`config.mk`:
```
export PLATFORM = sky130hd
export DESIGN_NAME = instr_pingpong_buf_flat
export DESIGN_NICKNAME = d
export VERILOG_FILES = /design/src/rtl/instr_pingpong_buf_if.sv /design/src/rtl/instr_pingpong_buf.sv /design/src/flat_wrapper.sv
export SDC_FILE = /design/constraint.sdc
export NUM_CORES = 2
export LEC_CHECK = 0
export CAP_MARGIN = 5
export CORE_MARGIN = 2
export CORE_UTILIZATION = 63
export CTS_CLUSTER_SIZE = 12
export DETAILED_ROUTE_END_ITERATION = 7
export PLACE_DENSITY = 0.79
export SLEW_MARGIN = 5
export SYNTH_ARGS = -nofsm -noshare
export SYNTH_HDL_FRONTEND = slang
export SYNTH_SLANG_ARGS = --single-unit
```
`constraint.sdc`:
```
create_clock -name clk -period 4.5 [get_ports clk]
set_input_delay 0.9 -clock clk [delete_from_list [all_inputs] [get_ports clk]]
set_output_delay 0.9 -clock clk [all_outputs]
set_load 0.1 [all_outputs]
```
`src/rtl/instr_pingpong_buf_if.sv`:
```
// Loader/decoder handshake bundle for the N-way instruction block buffer.
// Ports: flush, wr_vld/wr_data/wr_last, rd_rdy driven by the master (loader + decoder side);
//        wr_rdy, rd_vld/rd_data/rd_last, rd_buf_id, full_cnt, err_ovf driven by the slave (buffer).
interface instr_pingpong_buf_if #(
  parameter int WORD_L = 32,
  parameter int N_BUF  = 2,
  parameter int ID_L   = $clog2(N_BUF)
);
  logic              flush;
  logic              wr_vld;
  logic [WORD_L-1:0] wr_data;
  logic              wr_last;
  logic              wr_rdy;
  logic              rd_rdy;
  logic              rd_vld;
  logic [WORD_L-1:0] rd_data;
  logic              rd_last;
  logic [ID_L-1:0]   rd_buf_id;
  logic [ID_L:0]     full_cnt;
  logic              err_ovf;

  modport master (
    output flush, wr_vld, wr_data, wr_last, rd_rdy,
    input  wr_rdy, rd_vld, rd_data, rd_last, rd_buf_id, full_cnt, err_ovf
  );

  modport slave (
    input  flush, wr_vld, wr_data, wr_last, rd_rdy,
    output wr_rdy, rd_vld, rd_data, rd_last, rd_buf_id, full_cnt, err_ovf
  );
endinterface

```
`src/rtl/instr_pingpong_buf.sv`:
```
// N_BUF-bank round-robin instruction block buffer between memory loader and tree decoder.
// Latency: a closed block is readable the cycle after its closing word; read data is combinational.
// Backpressure: wr_rdy drops while the write bank is still FULL; rd_vld only while the read bank is FULL.
// Ports: clk, rst (async, active-high); bus = slave side of instr_pingpong_buf_if (loader writes,
//        decoder reads, flush, block-length/bank status and sticky overflow flag).
module instr_pingpong_buf #(
  parameter  int WORD_L = 32,
  parameter  int DEPTH  = 64,
  parameter  int N_BUF  = 2,
  localparam int CNT_L  = $clog2(DEPTH + 1),
  localparam int ID_L   = $clog2(N_BUF)
) (
  input  logic                 clk,
  input  logic                 rst,
  instr_pingpong_buf_if.slave  bus
);

  localparam int IDX_L = $clog2(DEPTH);
  localparam logic [ID_L:0] FC_ONE = 1;

  typedef enum logic [1:0] {EMPTY, FILLING, FULL} bank_st_e;

  bank_st_e          st_q  [N_BUF];
  bank_st_e          st_d  [N_BUF];
  logic [CNT_L-1:0]  len_q [N_BUF];
  logic [CNT_L-1:0]  len_d [N_BUF];
  logic [ID_L-1:0]   wp_q, wp_d, rp_q, rp_d;
  logic [IDX_L-1:0]  wi_q, wi_d, ri_q, ri_d;
  logic              err_ovf_q, err_ovf_d;
  logic [WORD_L-1:0] mem_q [N_BUF][DEPTH];

  logic              wr_rdy, rd_vld, rd_last, wr_fire, rd_fire, wr_close;
  logic [ID_L:0]     full_cnt;

  // Round-robin successor; N_BUF need not be a power of two.
  function automatic logic [ID_L-1:0] bump(input logic [ID_L-1:0] p);
    return (p == ID_L'(N_BUF - 1)) ? '0 : p + ID_L'(1);
  endfunction

  // Writer and reader can never share a bank: the write bank is never FULL
  // while accepting, and the read bank is only served while FULL.
  always_comb begin
    wr_rdy   = (st_q[wp_q] != FULL);
    rd_vld   = (st_q[rp_q] == FULL);
    rd_last  = rd_vld && (CNT_L'(ri_q) == len_q[rp_q] - CNT_L'(1));
    wr_fire  = bus.wr_vld && wr_rdy;
    rd_fire  = rd_vld && bus.rd_rdy;
    wr_close = bus.wr_last || (wi_q == IDX_L'(DEPTH - 1));
    full_cnt = '0;
    for (int b = 0; b < N_BUF; b++) begin
      if (st_q[b] == FULL) full_cnt = full_cnt + FC_ONE;
    end
  end

  assign bus.wr_rdy    = wr_rdy;
  assign bus.rd_vld    = rd_vld;
  assign bus.rd_last   = rd_last;
  assign bus.rd_data   = rd_vld ? mem_q[rp_q][ri_q] : '0;
  assign bus.rd_buf_id = rp_q;
  assign bus.full_cnt  = full_cnt;
  assign bus.err_ovf   = err_ovf_q;

  always_comb begin
    st_d      = st_q;
    len_d     = len_q;
    wp_d      = wp_q;
    wi_d      = wi_q;
    rp_d      = rp_q;
    ri_d      = ri_q;
    err_ovf_d = err_ovf_q;
    if (bus.flush) begin
      for (int b = 0; b < N_BUF; b++) st_d[b] = EMPTY;
      wp_d      = '0;
      wi_d      = '0;
      rp_d      = '0;
      ri_d      = '0;
      err_ovf_d = 1'b0;
    end else begin
      if (wr_fire) begin
        wi_d        = wi_q + IDX_L'(1);
        st_d[wp_q]  = FILLING;
        if (wr_close) begin
          st_d[wp_q]  = FULL;
          len_d[wp_q] = CNT_L'(wi_q) + CNT_L'(1);
          wi_d        = '0;
          wp_d        = bump(wp_q);
          // Bank ran out of room before the loader marked the block end.
          if (!bus.wr_last) err_ovf_d = 1'b1;
        end
      end
      if (rd_fire) begin
        ri_d = ri_q + IDX_L'(1);
        if (rd_last) begin
          st_d[rp_q] = EMPTY;
          ri_d       = '0;
          rp_d       = bump(rp_q);
        end
      end
    end
  end

  always_ff @(posedge clk or posedge rst) begin
    if (rst) begin
      for (int b = 0; b < N_BUF; b++) begin
        st_q[b]  <= EMPTY;
        len_q[b] <= '0;
      end
      wp_q      <= '0;
      wi_q      <= '0;
      rp_q      <= '0;
      ri_q      <= '0;
      err_ovf_q <= 1'b0;
    end else begin
      st_q      <= st_d;
      len_q     <= len_d;
      wp_q      <= wp_d;
      wi_q      <= wi_d;
      rp_q      <= rp_d;
      ri_q      <= ri_d;
      err_ovf_q <= err_ovf_d;
    end
  end

  // Word storage is deliberately unreset; rd_data is masked while !rd_vld.
  always_ff @(posedge clk) begin
    if (wr_fire && !bus.flush) mem_q[wp_q][wi_q] <= bus.wr_data;
  end

endmodule

```
`src/flat_wrapper.sv`:
```
// flat-port wrapper written by rule: the top's interface ports become plain ports
module instr_pingpong_buf_flat 
#(
  parameter  int WORD_L = 32,
  parameter  int DEPTH  = 64,
  parameter  int N_BUF  = 2,
  localparam int CNT_L  = $clog2(DEPTH + 1),
  localparam int ID_L   = $clog2(N_BUF)
)
  (clk, rst, bus_flush, bus_wr_vld, bus_wr_data, bus_wr_last, bus_rd_rdy, bus_wr_rdy, bus_rd_vld, bus_rd_data, bus_rd_last, bus_rd_buf_id, bus_full_cnt, bus_err_ovf);
  instr_pingpong_buf_if #(.WORD_L(WORD_L), .N_BUF(N_BUF)) bus_i ();
  input  logic clk;
  input  logic rst;
  input wire logic [$bits(bus_i.flush)-1:0] bus_flush;
  input wire logic [$bits(bus_i.wr_vld)-1:0] bus_wr_vld;
  input wire logic [$bits(bus_i.wr_data)-1:0] bus_wr_data;
  input wire logic [$bits(bus_i.wr_last)-1:0] bus_wr_last;
  input wire logic [$bits(bus_i.rd_rdy)-1:0] bus_rd_rdy;
  output wire logic [$bits(bus_i.wr_rdy)-1:0] bus_wr_rdy;
  output wire logic [$bits(bus_i.rd_vld)-1:0] bus_rd_vld;
  output wire logic [$bits(bus_i.rd_data)-1:0] bus_rd_data;
  output wire logic [$bits(bus_i.rd_last)-1:0] bus_rd_last;
  output wire logic [$bits(bus_i.rd_buf_id)-1:0] bus_rd_buf_id;
  output wire logic [$bits(bus_i.full_cnt)-1:0] bus_full_cnt;
  output wire logic [$bits(bus_i.err_ovf)-1:0] bus_err_ovf;
  assign bus_i.flush = bus_flush;
  assign bus_i.wr_vld = bus_wr_vld;
  assign bus_i.wr_data = bus_wr_data;
  assign bus_i.wr_last = bus_wr_last;
  assign bus_i.rd_rdy = bus_rd_rdy;
  assign bus_wr_rdy = bus_i.wr_rdy;
  assign bus_rd_vld = bus_i.rd_vld;
  assign bus_rd_data = bus_i.rd_data;
  assign bus_rd_last = bus_i.rd_last;
  assign bus_rd_buf_id = bus_i.rd_buf_id;
  assign bus_full_cnt = bus_i.full_cnt;
  assign bus_err_ovf = bus_i.err_ovf;
  instr_pingpong_buf #(.WORD_L(WORD_L), .DEPTH(DEPTH), .N_BUF(N_BUF)) u_core (.clk(clk), .rst(rst), .bus(bus_i));
endmodule
```
# == Word-level counts from Yosys, hierarchy flattened ==
# Memories as Yosys holds them, arrays and structs flattened.
# Cells that the tools add are included.
# word_totals
word_cells,111
ff_bits,33
mem_count,1
ram_bits,4096
out_inout_bits,39
# mem_list
memory,words,width,rd,rd_clocked_by_memory_dff,write_ports,line_no,source
u_core.mem_q,2,2048,1,0,1,instr_pingpong_buf.sv:30,logic [WORD_L-1:0] mem_q [N_BUF][DEPTH];
# op_classes
n_lt_le_gt_ge,7
n_eq_ne,7
bitwise_logic,13
add_sub_neg,7
muxes,50
reduce_logical,17
# op_table
op,n
$mux 2048,1
$bmux 32 s6,1
$demux 32 s6,1
$mux 32,4
$mux 6,6
$mux 7,4
$mux 4,6
$mux 2,9
$bwmux 14,1
$ge 7x7->1 const B,2
$mux 1,14
$not 6->7,2
$add 6x1->6 const B,2
$reduce_bool 2->1,4
$add 6x1->7 const B,1
$demux 7 s1,1
$eq 6x7->1,1
$logic_and 1x1->1,7
$lt 7x1->1 const B,1
$sub 7x1->7 const B,1
$eq 2x2->1 const B,3
$eq 6x6->1 const B,1
$reduce_and 3->1,2
$and 2x2->2,2
other kinds (15),24

# == Longest topological paths before layout ==
# logic_depth
depth_word,15
mapped_depth,13

# == Least setup slack after synthesis ==
# Ideal clock, no wire load.
# synth_path
path_kind,register -> output
start,register u_core.rp_q (netlist: u_core.bus.rd_buf_id)
end,output bus_rd_last
n_path_buf,5
arrival_time_ns,5.638
path_slack_ns,-2.038
stages_incl_launch_ff,12
path_cell_list,dfrtp_1 buf_4 buf_6 buf_6 buf_4 buf_2 mux2i_1 ha_1 o21ai_1 nor2_1 xnor2_2 nor4_1
# synth_between
elab_chain_cells,7
elab_cells_between_ends,11
# synth_lines
element,line_no,source
"start, declared",instr_pingpong_buf.sv:27,"logic [ID_L-1:0] wp_q, wp_d, rp_q, rp_d;"
"start signal, assigned",instr_pingpong_buf.sv:118,rp_q <= rp_d;
$not 1->2 (not written as such) *,"instr_pingpong_buf.sv:44, instr_pingpong_buf.sv:45",
$mux 7 (not written as such) (3 in series),instr_pingpong_buf.sv:45,rd_last = rd_vld && (CNT_L'(ri_q) == len_q[rp_q] - CNT_L'(1));
$sub 7x1->7,instr_pingpong_buf.sv:45,
$eq 6x7->1,instr_pingpong_buf.sv:45,
$logic_and 1x1->1 *,instr_pingpong_buf.sv:45,
"end, declared",flat_wrapper.sv:22,output wire logic [$bits(bus_i.rd_last)-1:0] bus_rd_last;
# Every way passes the cells marked *; elsewhere a longest branch is shown, timed or not. The select of a mux whose other input is x is not followed.

# == Worst setup path in the final report ==
# layout_path
start,register u_core.rp_q (netlist: u_core.bus.rd_buf_id)
end,output bus_rd_data[30]
# layout_between
elab_chain_cells,6
elab_cells_between_ends,10
# layout_lines
element,line_no,source
branches (longest 5 deep; another with $mem_v2 2x2048),n/a,
$mux 32 *,instr_pingpong_buf.sv:58,assign bus.rd_data = rd_vld ? mem_q[rp_q][ri_q] : '0;
"end, declared",flat_wrapper.sv:21,output wire logic [$bits(bus_i.rd_data)-1:0] bus_rd_data;
# Every way passes the cells marked *. The select of a mux whose other input is x is not followed.

==> results by group <==
Run status
  • Status: finished, violations left
  • Failing checks: negative setup slack

Yosys
  • Netlist Area Pre-Place: 159,000 µm²
  • Synthesis Warnings: 0
  • Syn_area_per_cell: 22.1 µm²
  • Ys async rst share: 0.00799
  • Sequential area share after synthesis: 0.778
  • Synthesized flop and latch total: 4,129
  • Synth unique cells: 52
  • Largest area contributor in the netlist: edfxtp_1
  • Yosys top cell area share: 0.773
  • Top post-synthesis cells by area: edfxtp_1, mux4_2, mux2i_1
  • Cells after Synth: 7,197
  • Post-synth EDFFs: 4,096
  • Syn_nets: 7,239
  • Top_reg_cell synth: edfxtp_1

GRT
  • Largest net degree at the start of global routing: 129
  • Initial antenna violation count: 9
  • GRT overflow: 0
  • Tot GR Track Use: 0.364
  • Vias in the first global route: 85,600
  • First-pass GRT wire length: 652,000 µm

Critical path
  • Most frequent CP cell: buf_12
  • CP Max Fanout: 7
  • R2r setup slk: 0.82 ns
  • Crit path max-delay family: buffers and inverters
  • Crit path launch type: flip-flop
  • Arrival @ worst endpoint: 4.29 ns
  • CP max stage cell: mux4_2
  • Setup crit end kind: output pin
  • CP max stage delay: 0.51 ns
  • CP required: 3.60 ns
  • Kind of critical path: reg -> out
  • Crit-path cells: buf_12, buf_4, buf_16, buf_12, mux4_2, a22oi_1, nand2_1, a21oi_1, buf_4, a221oi_4, buf_12
  • Crit path buf inv count: 6

CTS
  • TritonCTS Buffers: 414
  • Clk pin slew, worst setup/hold paths: 0.06 ns
  • CTS Hold Buffers Added: 0
  • Maximum root-to-sink buffer count: 4
  • Num Clock Sinks: 4,129
  • CTS tree: yes
  • Clk Latency, worst-skew pair: 1.04 ns
  • CTS root buffer: clkbuf_16
  • H-Tree Depth: 5

Placed design
  • # port buffers: 76
  • Post-Place Setup Slack: -0.248 ns
  • Placed wire-length estimate: 238,000 µm
  • Dpl cell area: 169,000 µm²
  • Placed cells: 10,800
  • Final Wtd Congestion: 0.865

Floorplan
  • Core Box Area: 251,000 µm²
  • Initial core utilization: 0.633
  • Die Wd: 507 µm
  • Die Height: 507 µm
  • Io pins: 77
  • Die area: 257,000 µm²
  • Row count: 184

STA
  • Max-slew violation count: 0
  • Max Fclk: 193 MHz
  • Clock Skew: 0.0528 ns
  • Setup violators final: 33
  • Tcrit/Tclk final: 1.15
  • Slew margin rel.: 0.0436
  • Setup TNS Final: -16.67 ns
  • RSZ-0062 raised after global routing: yes
  • Hold Slack: 0.359 ns
  • Final hold vios: 0
  • Slew at the pin closest to its max-slew limit: 1.43 ns
  • Fin crit period: 5.19 ns
  • Setup ws final: -0.688 ns

Route
  • Final wirelength: 490,000 µm
  • Antenna Violating Nets Remaining: 0
  • Wire per inst: 42.4 µm
  • DRT Pass-1 Iters: 6
  • Vias per Instance: 7.60
  • Drt first-iter violations: 17,500
  • Vias post-DR: 87,800
  • DRC Markers: 0

Pwr
  • P_leak: 56.2 nW
  • PwrDens: 413 nW/µm²
  • Overall Power: 76.7 mW
  • Max VDD drop: 0.502 mV

Layout
  • Layout area overhead: 16.7%
  • Commonest non-fill, non-tap cell in the layout: edfxtp_1
  • Non-Filler Instances: 11,600
  • Fin area: 186,000 µm²
  • Finished Core Util: 0.739
  • Layout cells sized above 1: 0.330
  • Fillcell total: 12,500
  • Commonest non-fill, non-tap cells in the layout: edfxtp_1, mux4_2, buf_4, clkbuf_16, mux2i_1
  • NumNets Final: 8,062

Hold path
  • Hold Crit Class: in -> async

Run
  • Max_cap viols: 0
-- layout make-up --
type	instances	area (µm²)	area share
flip-flops and latches	4129	124000	0.667
multi-input cells	2642	36000	0.194
clock buffers	530	10900	0.0587
repair buffers	826	10200	0.0550
well taps	3348	4190	0.0226
clock inverters	67	507	0.00273
inverters	7	26.3	0.000141
diodes	4	10.0	0.0000539
-- worst register-to-register path: cells and delay by family, from the launching register on --
kind	cells	cell delay [ns]
DFF	1	0.51
AOI/OAI and AO/OA	1	0.16
buffers and inverters	2	0.77
and+or+nand+nor	5	1.81
-- what timing repair did --
item | 4_1_cts | 5_1_grt
setup endpoints to repair | 33 | 33
buffers inserted | 49 | 84
gates resized for setup | 355 | 247
pin swaps | 82 | 110
gates cloned | 21 | 23
-- sequential cells by signal, indices dropped and copies added, names as in the netlist --
| register | flops |
|---|---|
| u_core.bus.err_ovf | 1 |
| u_core.bus.rd_buf_id | 1 |
| u_core.len_q | 14 |
| u_core.mem_q | 4096 |
| u_core.ri_q | 6 |
| u_core.st_q | 4 |
| u_core.wi_q | 6 |
| u_core.wp_q | 1 |
-- cell families after synthesis --
group	count (synthesis)	synth area share
AND/OR/NAND/NOR	551	0.0150
flip-flops	4129	0.778
adder cells (fa/ha/maj)	4	0.000314
AO/OA/AOI/OAI	650	0.0277
buffers and inverters	426	0.0156
XOR/XNOR	15	0.000873
multiplexers	1422	0.163
-- worst paths after layout --
path	start	end	depth (start not counted)
worst min register to register	u_core.len_q[13]	u_core.len_q[13]	1
min in group clk	bus_wr_data[8]	u_core.mem_q[1][1704]	1
worst max-delay path	u_core.bus.rd_buf_id	bus_rd_data[30]	11
worst min-delay path	rst	u_core.len_q[12]	2
max in group asynchronous	rst	u_core.ri_q[2]	3
worst max register to register	u_core.wp_q	u_core.mem_q[0][1371]	8
-- cell usage after synthesis (64+ instances only) --
| cell type | n |
|---|---|
| a22oi_1 | 160 |
| mux2i_1 | 457 |
| nand2_1 | 250 |
| buf_4 | 70 |
| a21oi_1 | 177 |
| mux4_2 | 928 |
| o21ai_0 | 75 |
| nor2_1 | 165 |
| clkbuf_1 | 175 |
| edfxtp_1 | 4096 |
| buf_2 | 94 |
| a211oi_1 | 64 |
-- routing by layer --
layer	up-vias	share of wire	track usage	wire, µm
li1	31800	-	-	-
met4	2	0.075	0.218	36900
met2	9468	0.48	0.578	237000
met1	44600	0.30	0.465	149000
met5	-	0.000031	0	15
met3	1863	0.14	0.0837	67800
-- where the power goes --
part / total [mW] / internal [mW] / switching [mW]
registers: 42.4 / 42.3 / 0.0621
logic: 3.03 / 0.926 / 2.10
clock network: 31.3 / 17.0 / 14.3
total: 76.7 / 60.3 / 16.5
No activity file was read; power rests on OpenSTA's default activity.
